## config.mk

```make
export PLATFORM = sky130hd
export DESIGN_NAME = matmul_apb_slave_flat
export DESIGN_NICKNAME = d
export VERILOG_FILES = /design/src/rtl/matmul_apb_slave_if.sv /design/src/rtl/matmul_apb_slave.sv /design/src/flat_wrapper.sv
export SDC_FILE = /design/constraint.sdc
export NUM_CORES = 1
export LEC_CHECK = 0
export BUFFER_PORTS_ARGS = -buffer_cell sky130_fd_sc_hd__buf_2
export CAP_MARGIN = 10
export CELL_PAD_IN_SITES_DETAIL_PLACEMENT = 0
export CELL_PAD_IN_SITES_GLOBAL_PLACEMENT = 1
export CORE_AREA = 2 2 194 196
export CTS_CLUSTER_DIAMETER = 30
export DETAILED_ROUTE_END_ITERATION = 6
export DIE_AREA = 0 0 196 198
export PLACE_DENSITY = 0.89
export SETUP_SLACK_MARGIN = 0.2
export SYNTH_ARGS = -nofsm -noshare
export SYNTH_HDL_FRONTEND = slang
export SYNTH_SLANG_ARGS = --single-unit
```

## constraint.sdc

```tcl
create_clock -name clk_i -period 2.5 [get_ports clk_i]
set_input_delay 0.125 -clock clk_i [delete_from_list [all_inputs] [get_ports clk_i]]
set_output_delay 0.125 -clock clk_i [all_outputs]
set_load 0.005 [all_outputs]
```

## src/rtl/matmul_apb_slave_if.sv

```systemverilog
// APB bus bundle between the matmul host and its slave front-end.
// Signal names carry the slave-side direction suffix.
interface matmul_apb_slave_if #(
    parameter int BUS_WIDTH  = 32,
    parameter int ADDR_WIDTH = 32,
    parameter int MAX_DIM    = 4
);
    logic                  psel_i;
    logic                  penable_i;
    logic                  pwrite_i;
    logic [MAX_DIM-1:0]    pstrb_i;
    logic [BUS_WIDTH-1:0]  pwdata_i;
    logic [ADDR_WIDTH-1:0] paddr_i;
    logic                  pready_o;
    logic                  pslverr_o;
    logic [BUS_WIDTH-1:0]  prdata_o;

    modport master (
        output psel_i, penable_i, pwrite_i, pstrb_i, pwdata_i, paddr_i,
        input  pready_o, pslverr_o, prdata_o
    );

    modport slave (
        input  psel_i, penable_i, pwrite_i, pstrb_i, pwdata_i, paddr_i,
        output pready_o, pslverr_o, prdata_o
    );
endinterface

```

## src/rtl/matmul_apb_slave.sv

```systemverilog
// APB front-end of the matmul core: CONTROL, operand A/B files, FLAGS and scratchpad reads.
// One fixed wait state (pready two cycles after psel); never stalls beyond that, errors instead.
module matmul_apb_slave #(
    parameter int DATA_WIDTH = 8,
    parameter int BUS_WIDTH  = 32,
    parameter int ADDR_WIDTH = 32,
    parameter int MAX_DIM    = BUS_WIDTH / DATA_WIDTH,
    parameter int LW         = 2 * $clog2(MAX_DIM)
) (
    input  logic                           clk_i,
    input  logic                           rst_ni,
    matmul_apb_slave_if.slave              apb,
    output logic                           busy_o,
    output logic                           start_o,
    output logic [15:0]                    control_o,
    output logic [MAX_DIM*BUS_WIDTH-1:0]   a_rows_o,
    output logic [MAX_DIM*BUS_WIDTH-1:0]   b_cols_o,
    input  logic                           core_busy_i,
    input  logic [BUS_WIDTH-1:0]           flags_i,
    output logic                           sp_rd_en_o,
    output logic [1:0]                     sp_sel_o,
    output logic [LW-1:0]                  sp_rd_addr_o,
    input  logic [BUS_WIDTH-1:0]           sp_rd_data_i
);
    localparam int RW = $clog2(MAX_DIM);
    localparam logic [4:0] REG_CTRL  = 5'h00;
    localparam logic [4:0] REG_A     = 5'h04;
    localparam logic [4:0] REG_B     = 5'h08;
    localparam logic [4:0] REG_FLAGS = 5'h0C;

    typedef enum logic [1:0] {IDLE = 2'd0, SETUP = 2'd1, ACCESS = 2'd2} state_e;

    state_e                 state_q, state_d;
    logic [4:0]             region_q, region_d;
    logic [LW-1:0]          line_q, line_d;
    logic                   write_q, write_d;
    logic [BUS_WIDTH-1:0]   wdata_q, wdata_d;
    logic [MAX_DIM-1:0]     strb_q, strb_d;
    logic                   err_q, err_d;
    logic [15:0]            control_q, control_d;
    logic [BUS_WIDTH-1:0]   a_q [MAX_DIM];
    logic [BUS_WIDTH-1:0]   a_d [MAX_DIM];
    logic [BUS_WIDTH-1:0]   b_q [MAX_DIM];
    logic [BUS_WIDTH-1:0]   b_d [MAX_DIM];

    logic [4:0]             in_region;
    logic [LW-1:0]          in_line;
    logic                   in_err;
    logic [RW-1:0]          row_q;
    logic [BUS_WIDTH-1:0]   rdata;
    logic                   unused_paddr;

    assign in_region    = apb.paddr_i[4:0];
    assign in_line      = apb.paddr_i[5+:LW];
    assign unused_paddr = ^apb.paddr_i[ADDR_WIDTH-1:5+LW];
    assign row_q        = line_q[RW-1:0];

    // Error is decided once, when the address is captured; busy_o here equals core_busy_i.
    always_comb begin
        in_err = 1'b0;
        if (in_region[1:0] != 2'b00)
            in_err = 1'b1;
        else if (apb.pwrite_i && (in_region[4] || in_region == REG_FLAGS))
            in_err = 1'b1;
        else if (apb.pwrite_i && busy_o)
            in_err = 1'b1;
        else if ((in_region == REG_A || in_region == REG_B) && in_line[LW-1:RW] != '0)
            in_err = 1'b1;
    end

    always_comb begin
        state_d   = state_q;
        region_d  = region_q;
        line_d    = line_q;
        write_d   = write_q;
        wdata_d   = wdata_q;
        strb_d    = strb_q;
        err_d     = err_q;
        control_d = control_q;
        a_d       = a_q;
        b_d       = b_q;
        case (state_q)
            IDLE: begin
                if (apb.psel_i) begin
                    state_d  = SETUP;
                    region_d = in_region;
                    line_d   = in_line;
                    write_d  = apb.pwrite_i;
                    wdata_d  = apb.pwdata_i;
                    strb_d   = apb.pstrb_i;
                    err_d    = in_err;
                end
            end
            SETUP: begin
                if (!apb.psel_i) begin
                    state_d = IDLE;
                end else if (apb.penable_i) begin
                    state_d = ACCESS;
                    if (write_q && !err_q) begin
                        if (region_q == REG_CTRL) begin
                            if (strb_q[0]) control_d[7:0]  = wdata_q[7:0];
                            if (strb_q[1]) control_d[15:8] = wdata_q[15:8];
                            control_d[0] = 1'b0;
                        end
                        for (int l = 0; l < MAX_DIM; l++) begin
                            if (strb_q[l] && region_q == REG_A)
                                a_d[row_q][l*DATA_WIDTH +: DATA_WIDTH] = wdata_q[l*DATA_WIDTH +: DATA_WIDTH];
                            if (strb_q[l] && region_q == REG_B)
                                b_d[row_q][l*DATA_WIDTH +: DATA_WIDTH] = wdata_q[l*DATA_WIDTH +: DATA_WIDTH];
                        end
                    end
                end
            end
            ACCESS:  state_d = IDLE;
            default: state_d = IDLE;
        endcase
    end

    always_ff @(posedge clk_i or negedge rst_ni) begin
        if (!rst_ni) begin
            state_q   <= IDLE;
            region_q  <= '0;
            line_q    <= '0;
            write_q   <= 1'b0;
            wdata_q   <= '0;
            strb_q    <= '0;
            err_q     <= 1'b0;
            control_q <= '0;
            for (int r = 0; r < MAX_DIM; r++) begin
                a_q[r] <= '0;
                b_q[r] <= '0;
            end
        end else begin
            state_q   <= state_d;
            region_q  <= region_d;
            line_q    <= line_d;
            write_q   <= write_d;
            wdata_q   <= wdata_d;
            strb_q    <= strb_d;
            err_q     <= err_d;
            control_q <= control_d;
            a_q       <= a_d;
            b_q       <= b_d;
        end
    end

    // Every aligned region not matched explicitly is a scratchpad window.
    always_comb begin
        rdata = '0;
        if (state_q == ACCESS && !write_q && !err_q) begin
            case (region_q)
                REG_CTRL:  rdata = {{(BUS_WIDTH-16){1'b0}}, control_q};
                REG_A:     rdata = a_q[row_q];
                REG_B:     rdata = b_q[row_q];
                REG_FLAGS: rdata = flags_i;
                default:   rdata = sp_rd_data_i;
            endcase
        end
    end

    assign apb.pready_o  = (state_q == ACCESS);
    assign apb.pslverr_o = (state_q == ACCESS) && err_q;
    assign apb.prdata_o  = rdata;

    assign start_o   = (state_q == ACCESS) && write_q && !err_q && (region_q == REG_CTRL) && wdata_q[0];
    assign busy_o    = start_o | core_busy_i;
    assign control_o = control_q;

    assign sp_rd_en_o   = (state_q == SETUP) && !write_q && !err_q && region_q[4];
    assign sp_sel_o     = sp_rd_en_o ? region_q[3:2] : 2'b00;
    assign sp_rd_addr_o = sp_rd_en_o ? line_q : '0;

    for (genvar r = 0; r < MAX_DIM; r++) begin : g_pack
        assign a_rows_o[r*BUS_WIDTH +: BUS_WIDTH] = a_q[r];
        assign b_cols_o[r*BUS_WIDTH +: BUS_WIDTH] = b_q[r];
    end
endmodule
```

## src/flat_wrapper.sv

```systemverilog
// flat-port wrapper written by rule: the top's interface ports become plain ports
module matmul_apb_slave_flat 
#(
    parameter int DATA_WIDTH = 8,
    parameter int BUS_WIDTH  = 32,
    parameter int ADDR_WIDTH = 32,
    parameter int MAX_DIM    = BUS_WIDTH / DATA_WIDTH,
    parameter int LW         = 2 * $clog2(MAX_DIM)
)
  (clk_i, rst_ni, busy_o, start_o, control_o, a_rows_o, b_cols_o, core_busy_i, flags_i, sp_rd_en_o, sp_sel_o, sp_rd_addr_o, sp_rd_data_i, apb_psel_i, apb_penable_i, apb_pwrite_i, apb_pstrb_i, apb_pwdata_i, apb_paddr_i, apb_pready_o, apb_pslverr_o, apb_prdata_o);
  matmul_apb_slave_if #(.BUS_WIDTH(BUS_WIDTH), .ADDR_WIDTH(ADDR_WIDTH), .MAX_DIM(MAX_DIM)) apb_i ();
  input  logic clk_i;
  input  logic rst_ni;
  output logic busy_o;
  output logic start_o;
  output logic [15:0] control_o;
  output logic [MAX_DIM*BUS_WIDTH-1:0] a_rows_o;
  output logic [MAX_DIM*BUS_WIDTH-1:0] b_cols_o;
  input  logic core_busy_i;
  input  logic [BUS_WIDTH-1:0] flags_i;
  output logic sp_rd_en_o;
  output logic [1:0] sp_sel_o;
  output logic [LW-1:0] sp_rd_addr_o;
  input  logic [BUS_WIDTH-1:0] sp_rd_data_i;
  input wire logic [$bits(apb_i.psel_i)-1:0] apb_psel_i;
  input wire logic [$bits(apb_i.penable_i)-1:0] apb_penable_i;
  input wire logic [$bits(apb_i.pwrite_i)-1:0] apb_pwrite_i;
  input wire logic [$bits(apb_i.pstrb_i)-1:0] apb_pstrb_i;
  input wire logic [$bits(apb_i.pwdata_i)-1:0] apb_pwdata_i;
  input wire logic [$bits(apb_i.paddr_i)-1:0] apb_paddr_i;
  output wire logic [$bits(apb_i.pready_o)-1:0] apb_pready_o;
  output wire logic [$bits(apb_i.pslverr_o)-1:0] apb_pslverr_o;
  output wire logic [$bits(apb_i.prdata_o)-1:0] apb_prdata_o;
  assign apb_i.psel_i = apb_psel_i;
  assign apb_i.penable_i = apb_penable_i;
  assign apb_i.pwrite_i = apb_pwrite_i;
  assign apb_i.pstrb_i = apb_pstrb_i;
  assign apb_i.pwdata_i = apb_pwdata_i;
  assign apb_i.paddr_i = apb_paddr_i;
  assign apb_pready_o = apb_i.pready_o;
  assign apb_pslverr_o = apb_i.pslverr_o;
  assign apb_prdata_o = apb_i.prdata_o;
  matmul_apb_slave #(.DATA_WIDTH(DATA_WIDTH), .BUS_WIDTH(BUS_WIDTH), .ADDR_WIDTH(ADDR_WIDTH), .MAX_DIM(MAX_DIM), .LW(LW)) u_core (.clk_i(clk_i), .rst_ni(rst_ni), .apb(apb_i), .busy_o(busy_o), .start_o(start_o), .control_o(control_o), .a_rows_o(a_rows_o), .b_cols_o(b_cols_o), .core_busy_i(core_busy_i), .flags_i(flags_i), .sp_rd_en_o(sp_rd_en_o), .sp_sel_o(sp_sel_o), .sp_rd_addr_o(sp_rd_addr_o), .sp_rd_data_i(sp_rd_data_i));
endmodule
```

==> results by group <==
Die
  – Row Count: 71
  – Die W: 196 microns
  – I/O Pins: 453
  – Die height: between 150 and 200 microns
  – Core Area: 37000 sq um
  – Die ar.: 38800 sq um
  – Initial core utilization: 0.403

Finish
  – Most frequent cells in the layout: buf_2 (427), dfrtp_1 (318), mux2_4 (131)
  – Final core occ: 0.613
  – Fin area: 22600 sq um
  – Fill count: roughly 2800
  – Final cell count without fillers: 2193
  – Share of cells above drive strength 1: 0.570
  – Area grow syn2layout: 52.2%
  – Fin nets: between 1500 and 2000
  – Commonest non-fill, non-tap cell in the layout: buf_2

STA
  – Slew @ Worst Pin: 0.678 ns
  – Hold Fails Final Rpt: 0
  – Worst Skew: roughly 0.021 ns
  – Minimum clock period: 2.43 ns
  – Max Clk Rate: 0.412 GHz
  – Setup TNS: 0 ns
  – Final period utilization: 0.971
  – PnR worst setup slack: a little over 0.07 ns
  – Final setup vio count: 0
  – Slew margin rel.: 0.548
  – Pins Over Slew Limit: 0
  – RSZ-0062 raised after global routing: yes
  – Fin Hold WS: 0.0639 ns

Place
  – DP Worst Slack: -0.0173 ns
  – Gpl congestion: 0.893
  – Placed Area: 18100 sq um
  – Post-placement cell count: between 1500 and 2000
  – Post-DP HPWL: 35.9 mm
  – Port Buffer Count: 428

Logic synthesis
  – Synth async-reset ratio: 1.00
  – Post-Synthesis Cells: ~1100
  – Flops & latches, synth: 320
  – Sequential-to-total area share from yosys stat: 0.538
  – Post-synth EDFFs: 0
  – Post-synthesis net count: 1211
  – Synth warnings: 0
  – Post-synth cell types: 44
  – Post-synth top flop: dfrtp_1
  – Synthesized cell area: ~15000 sq um
  – Syn Area/Cell: 13.9 sq um

Min path
  – Worst hold path type: input pin to register
  – Hold Path End: u_core.state_q[1]
  – Hold_sp: apb_psel_i
  – Worst Hold Depth: 3

Worst setup path
  – FF-to-FF path depth: 5
  – R2R Path Start: u_core.region_q[4]
  – Critical Path Start Type: register
  – FF-to-FF setup slack: 0.16 ns
  – CP arrival: 2.30 ns
  – WP data required: 2.38 ns
  – Crit path max fanout: 13
  – Critical path type: register to output port
  – FF-to-FF End: u_core.b_cols_o[18]
  – Setup crit end kind: output port

Clock tree
  – CTS root buf: clkbuf_16
  – H-tree Lvls: 3
  – Clk sinks: 320
  – Max Root-Sink Buffers: 3
  – CTS tree: yes
  – Reg clk slew, reported paths: 0.05 ns
  – Worst-Skew Late Latency: 0.57 ns
  – Num CTS Buffers: 69

Global routing
  – Global route overflow: 0
  – Total GRT Usage: 0.281
  – First-pass GRT wire length: 80.7 mm
  – Initial antenna violation count: 3
  – Largest net degree at the start of global routing: 83
  – Vias in the first global route: about 13000

Pwr
  – Lkg Pwr: 11.7 nW
  – Max VDD drop: 554 uV
  – Reg power frac: 0.336
  – Power Total: 17.0 mW
  – Power density over cell area: 749 nW/um^2
  – Clock Power Share: 0.543
  – Gate power share: 0.121
  – Sw Ratio: 0.269
  – NetSw: 4.57 mW
  – Pint: 12.4 mW

Route
  – Top routing layer used: met5
  – DR iter-0 viols: 613
  – Antenna-violating nets left: 0
  – Number of vias per cell: 5.54
  – Metal3 WL: 3.97 mm
  – Wl on met1: 22.6 mm
  – Metal2 WL: 27.3 mm
  – WL final: 56.2 mm
  – Router iterations before antenna repair: 4
  – WL/cell: 25.6 microns
  – Vias: 12200
  – DRC viols: 0

Flow run
  – Max_cap viols: 0

Run status
  – Status: complete, no violations
-- cell type report --
cell class              instances  area, sq um  share of cell area
flip-flops and latches        320         8010               0.354
multi-input cells             681         7550               0.333
repair buffers                590         4130               0.182
clock buffers                  77         1800              0.0793
well taps                     474          593              0.0262
clock inverters                48          558              0.0246
inverters                       2         7.51            0.000331
diodes                          1         2.50            0.000110
-- worst max-delay path, cell delays in order, from the launching register on --
cell and delay (ns):
dfrtp_4 0.43, buf_12 0.15, buf_12 0.17, mux4_2 0.52, mux2i_1 0.22, a211oi_1 0.11, buf_2 0.14
-- state kept, by name, summed over array words and instances (netlist names) --
name and flops:
u_core.wdata_q 32, u_core.state_q 2, u_core.err_q 1, u_core.strb_q 4, u_core.a_rows_o 128, u_core.b_cols_o 128
u_core.region_q 5, u_core.write_q 1, u_core.control_o 15, u_core.line_q 4
-- synth_stat cells (2+ instances only) --
| cell type | instances | area share |
|---|---|---|
| mux2_2 | 68 | 0.051 |
| nand2_1 | 15 | 0.0038 |
| nor2_4 | 11 | 0.0083 |
| mux2i_1 | 111 | 0.075 |
| nand4_1 | 4 | 0.0017 |
| o21ai_0 | 16 | 0.0054 |
| buf_2 | 8 | 0.0027 |
| a21oi_1 | 17 | 0.0057 |
| mux2_1 | 240 | 0.18 |
| buf_1 | 22 | 0.0055 |
| or4_1 | 2 | 0.0010 |
| dfrtp_1 | 320 | 0.54 |
| nor2_2 | 11 | 0.0046 |
| o22ai_1 | 65 | 0.027 |
| mux2_4 | 8 | 0.0081 |
| nand2b_1 | 8 | 0.0034 |
| nor2_1 | 20 | 0.0050 |
| buf_6 | 2 | 0.0015 |
| nand3b_1 | 2 | 0.0010 |
| nor2b_1 | 6 | 0.0025 |
| nor4_1 | 2 | 0.00084 |
| and2_1 | 9 | 0.0038 |
| nor3b_1 | 2 | 0.0010 |
| mux4_2 | 17 | 0.026 |
| clkbuf_1 | 38 | 0.0096 |
| a221oi_1 | 15 | 0.0088 |
| a211oi_1 | 17 | 0.0086 |
-- power by group through the flow --
stage	clock network [mW]	registers [mW]	logic, mW
final	9.21	5.69	2.06
after global routing	9.61	5.72	2.15
after CTS	9.32	5.66	1.91
after detailed placement	0	5.75	1.45
after global placement	0	5.73	1.42
after floorplan	0	5.53	0.939
-- timing repair --
item	CTS	global route
hold buffers	50	0
gates resized for setup	132	143
buffers inserted	31	6
hold endpoints to repair	123	0
gates cloned	6	1
setup endpoints to repair	185	218
pin swaps	38	40
-- how the worst max path moves through the flow --
stage	start	endpoint	slack (ns)	depth (start not counted)
after global placement	u_core.region_q[4]	u_core.b_cols_o[104]	0.02	5
after CTS	u_core.line_q[0]	apb_prdata_o[24]	0.06	7
after floorplan	u_core.line_q[1]	u_core.b_cols_o[24]	0.17	8
after global routing	u_core.line_q[0]	apb_prdata_o[22]	-0.02	6
after detailed placement	u_core.region_q[4]	u_core.b_cols_o[109]	-0.02	5
final	u_core.line_q[0]	apb_prdata_o[25]	0.07	6
-- metal layers --
metal  GRT usage  vias to the layer above
met4       0.132                        2
met3      0.0707                      137
met1       0.342                     6213
met5           0                        -
met2       0.471                      572
li1            -                     5232
-- cell families after synthesis --
logic type / share of synthesized area
AOI/OAI and AO/OA: 0.0570
and+or+nand+nor: 0.0430
DFF: 0.538
buffers and inverters: 0.0203
other: 0.000252
muxes: 0.341
Power figures use the tool's default switching activity.
